## src/rtl/muldiv_sequencer.sv

```systemverilog
// Sequencer for the shared multiply/divide unit: starts the unit, stalls the front end,
// and merges the result into the single regfile write port behind normal writeback.
module muldiv_sequencer #(
  parameter int MUL_LATENCY  = 2,
  parameter int DIV_TIMEOUT  = 64,
  parameter int RSTATUS      = 30,
  parameter int MUL_EXC_CODE = 4,
  parameter int DIV_EXC_CODE = 5
) (
  input  logic        clock,
  input  logic        reset,
  input  logic        issue_valid,
  input  logic        issue_is_div,
  input  logic [4:0]  issue_rd,
  output logic        unit_start,
  input  logic        unit_ready,
  input  logic        unit_exception,
  input  logic [31:0] unit_result,
  output logic        stall,
  input  logic        pipe_we,
  input  logic [4:0]  pipe_reg,
  input  logic [31:0] pipe_data,
  output logic        wr_en,
  output logic [4:0]  wr_reg,
  output logic [31:0] wr_data,
  output logic        busy
);

  localparam int CNT_MAX = (DIV_TIMEOUT > MUL_LATENCY) ? DIV_TIMEOUT : MUL_LATENCY;
  localparam int CNT_W   = $clog2(CNT_MAX + 1);

  typedef enum logic [1:0] {IDLE, BUSY, WRITE, RELEASE} state_t;

  state_t             state_reg, state_next;
  logic [CNT_W-1:0]   count_reg, count_next;
  logic [4:0]         rd_reg, rd_next;
  logic               is_div_reg, is_div_next;
  logic [4:0]         tgt_reg_reg, tgt_reg_next;
  logic [31:0]        tgt_data_reg, tgt_data_next;
  logic               tgt_exc_reg, tgt_exc_next;
  logic               done;
  logic               exc;

  always_ff @(posedge clock) begin
    if (!reset) begin
      state_reg    <= IDLE;
      count_reg    <= '0;
      rd_reg       <= '0;
      is_div_reg   <= 1'b0;
      tgt_reg_reg  <= '0;
      tgt_data_reg <= '0;
      tgt_exc_reg  <= 1'b0;
    end else begin
      state_reg    <= state_next;
      count_reg    <= count_next;
      rd_reg       <= rd_next;
      is_div_reg   <= is_div_next;
      tgt_reg_reg  <= tgt_reg_next;
      tgt_data_reg <= tgt_data_next;
      tgt_exc_reg  <= tgt_exc_next;
    end
  end

  always_comb begin
    state_next    = state_reg;
    count_next    = count_reg;
    rd_next       = rd_reg;
    is_div_next   = is_div_reg;
    tgt_reg_next  = tgt_reg_reg;
    tgt_data_next = tgt_data_reg;
    tgt_exc_next  = tgt_exc_reg;
    done          = 1'b0;
    exc           = 1'b0;
    stall         = 1'b0;
    unit_start    = 1'b0;
    wr_en         = pipe_we;
    wr_reg        = pipe_reg;
    wr_data       = pipe_data;
    busy          = (state_reg != IDLE);

    case (state_reg)
      IDLE: begin
        if (issue_valid) begin
          stall       = 1'b1;
          unit_start  = 1'b1;
          rd_next     = issue_rd;
          is_div_next = issue_is_div;
          count_next  = '0;
          state_next  = BUSY;
        end
      end
      BUSY: begin
        stall      = 1'b1;
        count_next = count_reg + CNT_W'(1);
        // A ready in the timeout cycle is a real result, so it is tested first.
        if (is_div_reg) begin
          if (unit_ready) begin
            done = 1'b1;
            exc  = unit_exception;
          end else if (count_reg == CNT_W'(DIV_TIMEOUT - 1)) begin
            done = 1'b1;
            exc  = 1'b1;
          end
        end else if (count_reg == CNT_W'(MUL_LATENCY - 1)) begin
          done = 1'b1;
          exc  = unit_exception;
        end
        if (done) begin
          state_next   = WRITE;
          tgt_exc_next = exc;
          if (exc) begin
            tgt_reg_next  = 5'(RSTATUS);
            tgt_data_next = is_div_reg ? 32'(DIV_EXC_CODE) : 32'(MUL_EXC_CODE);
          end else begin
            tgt_reg_next  = rd_reg;
            tgt_data_next = unit_result;
          end
        end
      end
      WRITE: begin
        stall = 1'b1;
        // Normal writeback owns the port whenever it wants it; we wait.
        if (!pipe_we) begin
          wr_en      = tgt_exc_reg || (tgt_reg_reg != 5'd0);
          wr_reg     = tgt_reg_reg;
          wr_data    = tgt_data_reg;
          state_next = RELEASE;
        end
      end
      RELEASE: begin
        state_next = IDLE;
      end
      default: state_next = IDLE;
    endcase

    if (!reset) begin
      stall      = 1'b0;
      unit_start = 1'b0;
      wr_en      = 1'b0;
      wr_reg     = '0;
      wr_data    = '0;
      busy       = 1'b0;
    end
  end

endmodule

```

## config.mk

```make
export PLATFORM = sky130hd
export DESIGN_NAME = muldiv_sequencer
export DESIGN_NICKNAME = d
export VERILOG_FILES = /design/src/rtl/muldiv_sequencer.sv
export SDC_FILE = /design/constraint.sdc
export NUM_CORES = 1
export LEC_CHECK = 0
export CAP_MARGIN = 30
export CORE_MARGIN = 10
export CORE_UTILIZATION = 50
export CTS_BUF_LIST = sky130_fd_sc_hd__clkbuf_2 sky130_fd_sc_hd__clkbuf_4 sky130_fd_sc_hd__clkbuf_8
export DETAILED_ROUTE_END_ITERATION = 10
export MAX_ROUTING_LAYER = met4
export PLACE_DENSITY_LB_ADDON = 0.2
export SLEW_MARGIN = 15
export SYNTH_ARGS = -nofsm -noshare
export SYNTH_HDL_FRONTEND = slang
export SYNTH_SLANG_ARGS = --single-unit
```

## constraint.sdc

```tcl
create_clock -name clock -period 5.45 [get_ports clock]
set_clock_uncertainty 0.05 [all_clocks]
set_input_delay 1.09 -clock clock [delete_from_list [all_inputs] [get_ports clock]]
set_output_delay 1.09 -clock clock [all_outputs]
set_load 0.005 [all_outputs]
```

* Word level (Yosys, flattened, before mapping)
Cells that the tools add are included.
Operators by class: multiplexer cells 33, reductions and logical operators 10, equality and inequality tests 8, add/sub/neg operators 1
Operator list (number):
- 32-bit 2-to-1 mux | 4
- 5-bit 2-to-1 mux | 4
- 1-bit 2-to-1 mux | 18
- 7-bit one-hot mux with 2 select lines | 1
- 2-bit one-hot mux with 4 select lines | 1
- 7-bit by 1-bit adder with 7-bit output, second input constant | 1
- 7-bit by 1-bit equality test with 1-bit output, second input constant | 1
- 7-bit by 6-bit equality test with 1-bit output, second input constant | 1
- 7-bit 2-to-1 mux | 1
- 2-bit 2-to-1 mux | 3
- 2-bit inequality test, second input constant | 3
- 2-bit AND reduction | 3
- 5-bit nonzero test | 1
- 2-bit equality test, second input constant | 2
- 2-bit nonzero test | 2
- 3-bit AND reduction | 1
- 2-bit by 1-bit equality test with 1-bit output, second input constant | 1
- 2-bit logical NOT | 1
- 1-bit one-hot mux with 2 select lines | 1
- 2-bit OR reduction | 1
- 1-bit logical OR | 1
Storage, ports and cells: logic and storage cells 59, input port bits 81, register bits 53

* Longest topological paths before layout
Gate-level depths: netlist of run 1.
depth in word-level cells 7, depth in mapped cells 8, depth with buffers taken out 6

* Worst setup path before layout of run 1
Ideal clock, no wire load.
path type input to output, start point input port reset, end point output port busy, arrival time 2063 ps, required time 4310 ps, slack 2247 ps, buffers on the path 3, stages 4, cell sequence clkbuf_1 -> clkbuf_1 -> clkbuf_1 -> nor2b_1
Between the ends: cells in the longest elaborated chain, start to end 1
Ends and longest elaborated chain:
- start, declared | line 11 | input logic reset,
- 1-bit 2-to-1 mux | line 136 | if (!reset) begin
- end, declared | line 26 | output logic busy
Every way passes these cells.

* Final worst setup path of run 1
start point input port pipe_we, end point output port wr_data[12]
Between the ends: cells in the longest elaborated chain, start to end 3
Ends and longest elaborated chain:
- start, declared | line 20 | input logic pipe_we,
- 32-bit 2-to-1 mux | line 123 | if (!pipe_we) begin
- 32-bit 2-to-1 mux | line 81 | case (state_reg)
- 32-bit 2-to-1 mux | line 136
- end, declared | line 25 | output logic [31:0] wr_data,
Every way passes these cells.

==> results of run 1 <==
stage by stage:
| step | worst slack [ns] | power [mW] |
|---|---|---|
| 2_1_floorplan | 2.25 | 0.763 |
| 3_3_place_gp | 1.41 | 0.941 |
| 3_5_place_dp | 1.32 | 0.961 |
| 4_1_cts | 1.32 | 1.24 |
| 5_1_grt | 1.20 | 1.31 |
| 6_report | 1.35 | 1.24 |
per-layer routing:
layer,wire (um),vias up
met1,4350,1584
met3,727,6
met4,85,0
met5,0,-
li1,-,1679
met2,5000,115
worst max-delay path, cell delays in order:
cell and delay (ns):
sky130_fd_sc_hd__clkdlybuf4s50_1 0.53, sky130_fd_sc_hd__nand2b_1 0.12, sky130_fd_sc_hd__buf_4 0.33, sky130_fd_sc_hd__nand2_1 0.10, sky130_fd_sc_hd__a21boi_0 0.22, sky130_fd_sc_hd__clkdlybuf4s50_1 0.54
kinds of logic (layout without fill, tap and decap cells):
kind of cell | after synthesis | in the layout | synth area share (%)
xor gates and xnor gates | 1 | 1 | 0.262
buffers and inverters | 45 | 142 | 6.76
AOI/OAI and AO/OA | 115 | 115 | 26.5
muxes | 35 | 35 | 10.5
adders and majority gates | 7 | 7 | 2.62
and+or+nand+nor | 164 | 164 | 21.7
DFF | 53 | 53 | 31.7
power groups by stage:
stage	clock network (mW)	registers, mW	logic, mW
after CTS	0.288	0.453	0.502
after global placement	0	0.459	0.482
after detailed placement	0	0.462	0.499
after global routing	0.305	0.458	0.549
after floorplan	0	0.453	0.309
final	0.287	0.454	0.498
area by class of cell:
| class | count | area, um^2 | share of cell area (%) |
|---|---|---|---|
| multi-input cells | 322 | 2060 | 44.4 |
| repair buffers | 128 | 1280 | 27.6 |
| well taps | 77 | 96.3 | 2.07 |
| clock inverters | 1 | 30.0 | 0.647 |
| inverters | 6 | 22.5 | 0.485 |
| clock buffers | 7 | 90.1 | 1.94 |
| flip-flops and latches | 53 | 1060 | 22.8 |
cell usage after synthesis, types with 4 or more instances:
cell type / number / area (um^2)
sky130_fd_sc_hd__nand2_1: 131 / 492
sky130_fd_sc_hd__dfxtp_1: 53 / 1060
sky130_fd_sc_hd__a21boi_0: 46 / 345
sky130_fd_sc_hd__mux2i_1: 35 / 350
sky130_fd_sc_hd__o2111ai_1: 31 / 272
sky130_fd_sc_hd__clkbuf_1: 30 / 113
sky130_fd_sc_hd__o21ai_0: 9 / 45.0
sky130_fd_sc_hd__a21oi_1: 8 / 40.0
sky130_fd_sc_hd__o21a_1: 8 / 60.1
sky130_fd_sc_hd__ha_1: 7 / 87.6
sky130_fd_sc_hd__nor3_1: 7 / 35.0
sky130_fd_sc_hd__o31ai_1: 6 / 45.0
sky130_fd_sc_hd__inv_1: 5 / 18.8
sky130_fd_sc_hd__and2_1: 4 / 25.0
sky130_fd_sc_hd__nor2b_1: 4 / 25.0
worst paths after layout:
path	end	slack [ns]	startpoint
max	wr_data[12]	1.35	pipe_we
min	tgt_data_reg[10]	0.41	tgt_data_reg[10]
max reg2reg	tgt_data_reg[18]	2.99	count_reg[0]
min reg2reg	tgt_data_reg[10]	0.41	tgt_data_reg[10]
==> results.md, run 1 <==
Status:
- The flow ran to the end, and the final reports show no timing, DRC or antenna violations.

Clock network:
- TritonCTS built the clock tree.
- Once the clock tree was built, the setup fixing pass inserted 0 buffers.
- Counting along the longest clock path gives a buffer depth of 2.
- For this design, the sink count on the clock tree is 53.
- CTS placed an instance of sky130_fd_sc_hd__clkbuf_8 at the clock tree root.
- Clock-pin slew was measured on the worst setup and hold paths at 0.10 ns.
- CTS built an H-tree with a depth of 2.
- The clock buffer count from CTS is 5.
- In this run, post-CTS hold repair placed 0 buffers.
- The number of resized instances in the post-cts repair step is 0.
- Clock latency on the worst-skew pair, taken at its later pin, is between 0.3 and 0.4 ns.

Finish:
- For this run, the share of the core covered by cells in the final layout is 72.3%.
- After the flow finishes, the layout carries non-filler instances totaling 594.
- The most common library cell in the layout ignoring fill and taps is sky130_fd_sc_hd__nand2_1.
- The post-route standard cell area excluding fillers is about 4600 um^2.
- The count of filler cells inserted in the layout is 504.
- After the last flow step, the layout net total stands at 604.
- The relative area change from synthesis to final layout is 38.7%.
- The share of cells above drive strength 1 is 4.26%.
- The flip-flop count of the largest register, all copies and words added is 32.
- The number of diodes added for antenna fixing is 0.
- In the layout the commonest cells are sky130_fd_sc_hd__nand2_1 (131), sky130_fd_sc_hd__clkdlybuf4s50_1 (120), sky130_fd_sc_hd__dfxtp_1 (53).

STA:
- Measured against its own limit, the worst slew margin works out to 42.6%.
- Setup repair after global routing left no endpoint under its margin.
- The shortest period the worst path allows is 4.10 ns.
- At the pin with the least slew margin, the transition time is 0.853 ns.
- The worst path uses 75.2% of the clock period.
- The number of max-slew violations in the final report is 0.
- Adding up every negative setup slack in the final design gives 0 ns.
- The hold violation total from the final report is 0.
- The final setup violation count is 0.
- Hold is met by 0.414 ns.
- For this run, the top clock speed supported by timing is 0.244 GHz.

Die:
- The floorplan step defined a die boundary enclosing ~10000 um^2.
- The region available for standard cell placement spans 6420 um^2.
- The effective utilization at floorplan is 52.1%.
- The I/O pin total is 122.
- The number of cell rows is 29.
- Measured along the y axis, the die boundary spans 102 um.
- From left edge to right edge, the die measures 102 um.

Min path:
- In this run the worst hold path is classified as flop to flop.
- The count of cells along the worst hold path is 2.

Power and ir drop:
- The net load switching power is 417 uW.
- The worst supply voltage drop on vdd is 0.133 mV.
- The internal power of the cells is 822 uW.
- The share of total power dissipated in combinational logic is 40.2%.
- The standby leakage power is 1.65 nW.
- In this run, the clock network consumes 23.2% of the power.
- The total power density per cell area is 267 nW/um^2.
- Net switching is 33.7% of the power.
- Registers are responsible for 36.6% of the overall power.

Synth:
- After technology mapping, the gate count stands at 420.
- The number of unique standard cell types used by synthesis is 38.
- The number of warning messages in the yosys log is 0.
- In this run, synthesis produced a sequential element count of 53.
- Yosys mapped a number of flops with a built-in enable equal to 0.
- The most common flop cell mapped by yosys is sky130_fd_sc_hd__dfxtp_1.
- Each instance of the synthesized netlist takes up on average around 8 um^2.
- The async set-or-reset flop fraction in the synthesized netlist is 0%.
- The area of the mapped netlist is 3350 um^2.
- The total nets after synthesis is 508.
- Summing the sequential cell areas from Yosys gives about a third of the chip area.

Drt:
- The detailed router's first-iteration violation count is 193.
- The first detailed-routing pass took 4 iterations.
- Dividing the detail-routed via count by the number of cells gives 5.70.
- The DRC violation count after routing is 0.
- The antenna violation net count after detailed routing is 0.
- The routed wire length per instance is 17.1 um.
- Detailed routing inserted a total of 3384 vias.
- The final wirelength is 10.2 mm.

GRT:
- The number of antenna violations at the first check in global routing is 0.
- Entering global routing, the biggest net connects 59 pins.
- The first global-routing pass estimated 16.2 mm of wire.
- In the global route stage, met3 resource usage came out at 5.26%.
- The fraction of met1 tracks used by global routing is 23.1%.
- Summed over all layers, the global routing overflow is 0.
- In the global route stage, met2 resource usage came out at between 30 and 40%.
- The layer flagged by global routing as most heavily used is met2.
- The via count of the first global-routing pass came to approximately 3300.
- The global routing usage summed across all routing layers is approximately a fifth.

Place:
- After detailed placement, the total cell area comes to 4520 um^2.
- The number of buffers added on ports is 121.
- The number of cells in the design after placement is 586.
- Once detailed placement completed, the half-perimeter wirelength came to roughly 7.3 mm.
- At the end of routability-driven placement, the weighted congestion stood at ~0.89.

Critical path:
- The required arrival time at the worst endpoint is 4.31 ns.
- STA classifies the critical path startpoint as an input pin.
- For the worst flop-to-flop path, the logic depth is 5.
- Along the worst path, the maximum fanout reaches 37.
- The endpoint type of the worst setup path is a primary output.
- The critical path is of the input pin to primary output type.
- Data on the critical path arrives at its endpoint at ~3.0 ns.

Job:
- The max-capacitance violation count is 0.
(Power assumes the default switching activity.)
==> run 2: changes to the inputs <==
--- a/config.mk
+++ b/config.mk
@@ -7,7 +7,7 @@
 export LEC_CHECK = 0
 export CAP_MARGIN = 30
 export CORE_MARGIN = 10
-export CORE_UTILIZATION = 50
+export CORE_UTILIZATION = 42
 export CTS_BUF_LIST = sky130_fd_sc_hd__clkbuf_2 sky130_fd_sc_hd__clkbuf_4 sky130_fd_sc_hd__clkbuf_8
 export DETAILED_ROUTE_END_ITERATION = 10
 export MAX_ROUTING_LAYER = met4
==> constraint.sdc (replaced) <==
create_clock -name clock -period 3.45 [get_ports clock]
set_clock_uncertainty 0.05 [all_clocks]
set_input_delay 0.69 -clock clock [delete_from_list [all_inputs] [get_ports clock]]
set_output_delay 0.69 -clock clock [all_outputs]
set_load 0.005 [all_outputs]
==> run 2 against run 1 <==
Compared with the run above:
- register-to-register slack worse by 2.0 ns
- final area rose by 0.92%
- non-clock buffer count is 5 higher
- via count down 1.3%
- critical path depth is the same
- count of clock-buffer cells in the layout is the same
- global-route usage fell by 2.3 points
- utilization is 12 points lower
- first-iteration DRC count fell by 31%
- sequential share of layout area decreased by 0.21 points
- largest power group unchanged
- highest routed layer unchanged
==> results.md, run 2 (same netlist as run 1, synthesis figures left out) <==
Critical path:
- The kind of critical path is input pin to primary output.
- The required arrival time at the worst endpoint is 2.71 ns.
- STA classifies the critical path endpoint as a primary output.
- The worst setup path is launched from an input pin.
- The arrival time of the worst setup path is 2.54 ns.
- The largest fanout on the critical path is 19.

Drt:
- For this run, the detailed router's first-pass iteration total came to 4.
- Dividing the detail-routed wire length by the instance count gives between 15 and 20 um.
- The antenna violation net count after detailed routing is 0.
- The routed layout has around 3300 vias.
- The detailed router's first-iteration violation count is 134.
- The final layout contains routed wiring with a total length of 10.3 mm.
- The DRC violation count after routing is 0.
- In the routed layout, each cell is associated on average with a via count of 5.35.

Finish:
- The number of nets in the layout is 609.
- The filler cells instantiated in the layout total 700.
- The flip-flop count of the largest register, all copies and words added is 32.
- The relative area change from synthesis to final layout is 40.0%.
- The library cell used most frequently in the layout, excluding fill and tap cells, is sky130_fd_sc_hd__nand2_1.
- Leaving out fill and tap cells, the most frequent cells in the layout are sky130_fd_sc_hd__nand2_1 (131), sky130_fd_sc_hd__clkdlybuf4s50_1 (120), sky130_fd_sc_hd__dfxtp_1 (53).
- The repair_antennas step left the layout with diodes totalling 0.
- In the final layout, the share of cells above drive strength 1 is 5.17%.

Place:
- Once detailed placement completed, the half-perimeter wirelength came to 7.55 mm.
- Timing analysis after detailed placement gives a worst setup slack of approximately 0.17 ns.
- Routability-driven placement finished with a final weighted congestion of ~0.84.
- Port buffering added 121 buffers.

GRT:
- The total overflow left after global routing is 0.
- The via count of the first global-routing pass was 3285.
- The number of antenna violations at the first check in global routing is 0.
- In the global route stage, overall resource usage came out at 17.2%.
- The maximum number of pins on one net before global-route repair is 55.
- The wire length of the first global-routing pass is 16.3 mm.

STA:
- The pin slew with the least headroom to its limit is 0.667 ns.
- The final setup violation count is 0.
- Based on the critical path, the design can be clocked at up to between 0.3 and 0.4 GHz.
- The number of max-slew violations in the final report was 0.
- The hold violation total from the final report is 0.
- Setup repair after global routing left no endpoint under its margin.
- The final worst-path setup slack is 0.169 ns.
- In the finished design, the share of the clock period the worst path needs comes to 95.1%.
- The summed negative setup slack over all endpoints is 0 ns.
- The worst pin sits at a relative slew slack of 55.5%.
- The shortest period the worst path allows is 3.28 ns.

Power and ir drop:
- The worst supply voltage drop on vdd is roughly 0.23 mV.
- The standby leakage power is 1.66 nW.
- The total power density per cell area is 401 nW/um^2.
- The completed layout was analyzed and its total power is 1.88 mW.

Clock network:
- The clock sink count is 53.
- The number of resized instances in the post-cts repair step is 0.
- In this run, CTS created clock tree buffers numbering 5.
- The TritonCTS clock tree is built.
- The latest clock arrival within the worst-skew pair is approximately 0.3 ns.
- Clock-pin slew was measured on the worst setup and hold paths at 0.09 ns.
- The clock tree root buffer cell is sky130_fd_sc_hd__clkbuf_8.
- The count of buffers added by post-CTS timing repair for setup is 0.
- The number of hold buffers added after CTS was 0.
- The worst-case clock buffer depth is 2.
- The number of levels in the clock H-tree is 2.

Min path:
- The min-delay analysis places its worst path in the category flop to flop.

Die:
- 122 I/O pins were placed.
- The floorplan die area is 11900 um^2.
- The x dimension of the die is 109 um.
- The floorplan has 32 rows.
- The effective utilization at floorplan is a little over two fifths.
- After floorplanning, the core was sized to cover 7730 um^2.
- The floorplan die height is roughly 110 um.

Job:
- The tool flagged a number of max-cap violations equal to 0.

Status:
- The flow ran to the end, and the final reports show no timing, DRC or antenna violations.
run 2: power breakdown:
| group | switching (mW) | total, mW | internal, mW |
|---|---|---|---|
| registers | 0.0447 | 0.715 | 0.670 |
| logic | 0.407 | 0.798 | 0.391 |
| clock network | 0.207 | 0.367 | 0.160 |
run 2: metrics by stage:
step | utilization (%) | area [um^2] | cells | hold slack, ns
floorplan | - | 3350 | 420 | 0.385
global placement | 59.4 | 4590 | 615 | 0.393
detailed placement | 59.4 | 4590 | 615 | 0.397
CTS | 60.6 | 4680 | 623 | 0.414
global route | 60.7 | 4690 | 624 | 0.429
finish | 60.7 | 4690 | 624 | 0.413
run 2: path summary, 6_finish.rpt:
check	startpoint	end	slack, ns	cells after the start
setup / recovery	pipe_we	wr_data[21]	0.17	6
hold reg to reg	tgt_data_reg[30]	tgt_data_reg[30]	0.41	2
hold / removal	tgt_data_reg[30]	tgt_data_reg[30]	0.41	2
setup reg to reg	count_reg[0]	tgt_data_reg[7]	1.03	5
run 2: area by class of cell:
class                      instances  area (um^2)  area share (%)
clock inverter                     1         7.51           0.160
inverter                           6         22.5           0.481
tap                              102          128            2.72
multi-input combinational        322         2060            44.0
timing repair buffer             133         1320            28.2
clock buffer                       7         83.8            1.79
sequential                        53         1060            22.6
run 2: metal layers:
metal  GRT usage [%]  routed length (um)  up-vias
met2            27.9                5100       87
li1                -                   -     1688
met4            3.35                 111        0
met1            21.2                4650     1556
met3            4.31                 473       10
met5               -                   0        -
run 2: worst max-delay path: stages:
cell,delay (ns)
sky130_fd_sc_hd__clkdlybuf4s50_1,0.56
sky130_fd_sc_hd__nand2b_1,0.17
sky130_fd_sc_hd__buf_4,0.26
sky130_fd_sc_hd__nand2_1,0.09
sky130_fd_sc_hd__a21boi_0,0.21
sky130_fd_sc_hd__clkdlybuf4s50_1,0.55
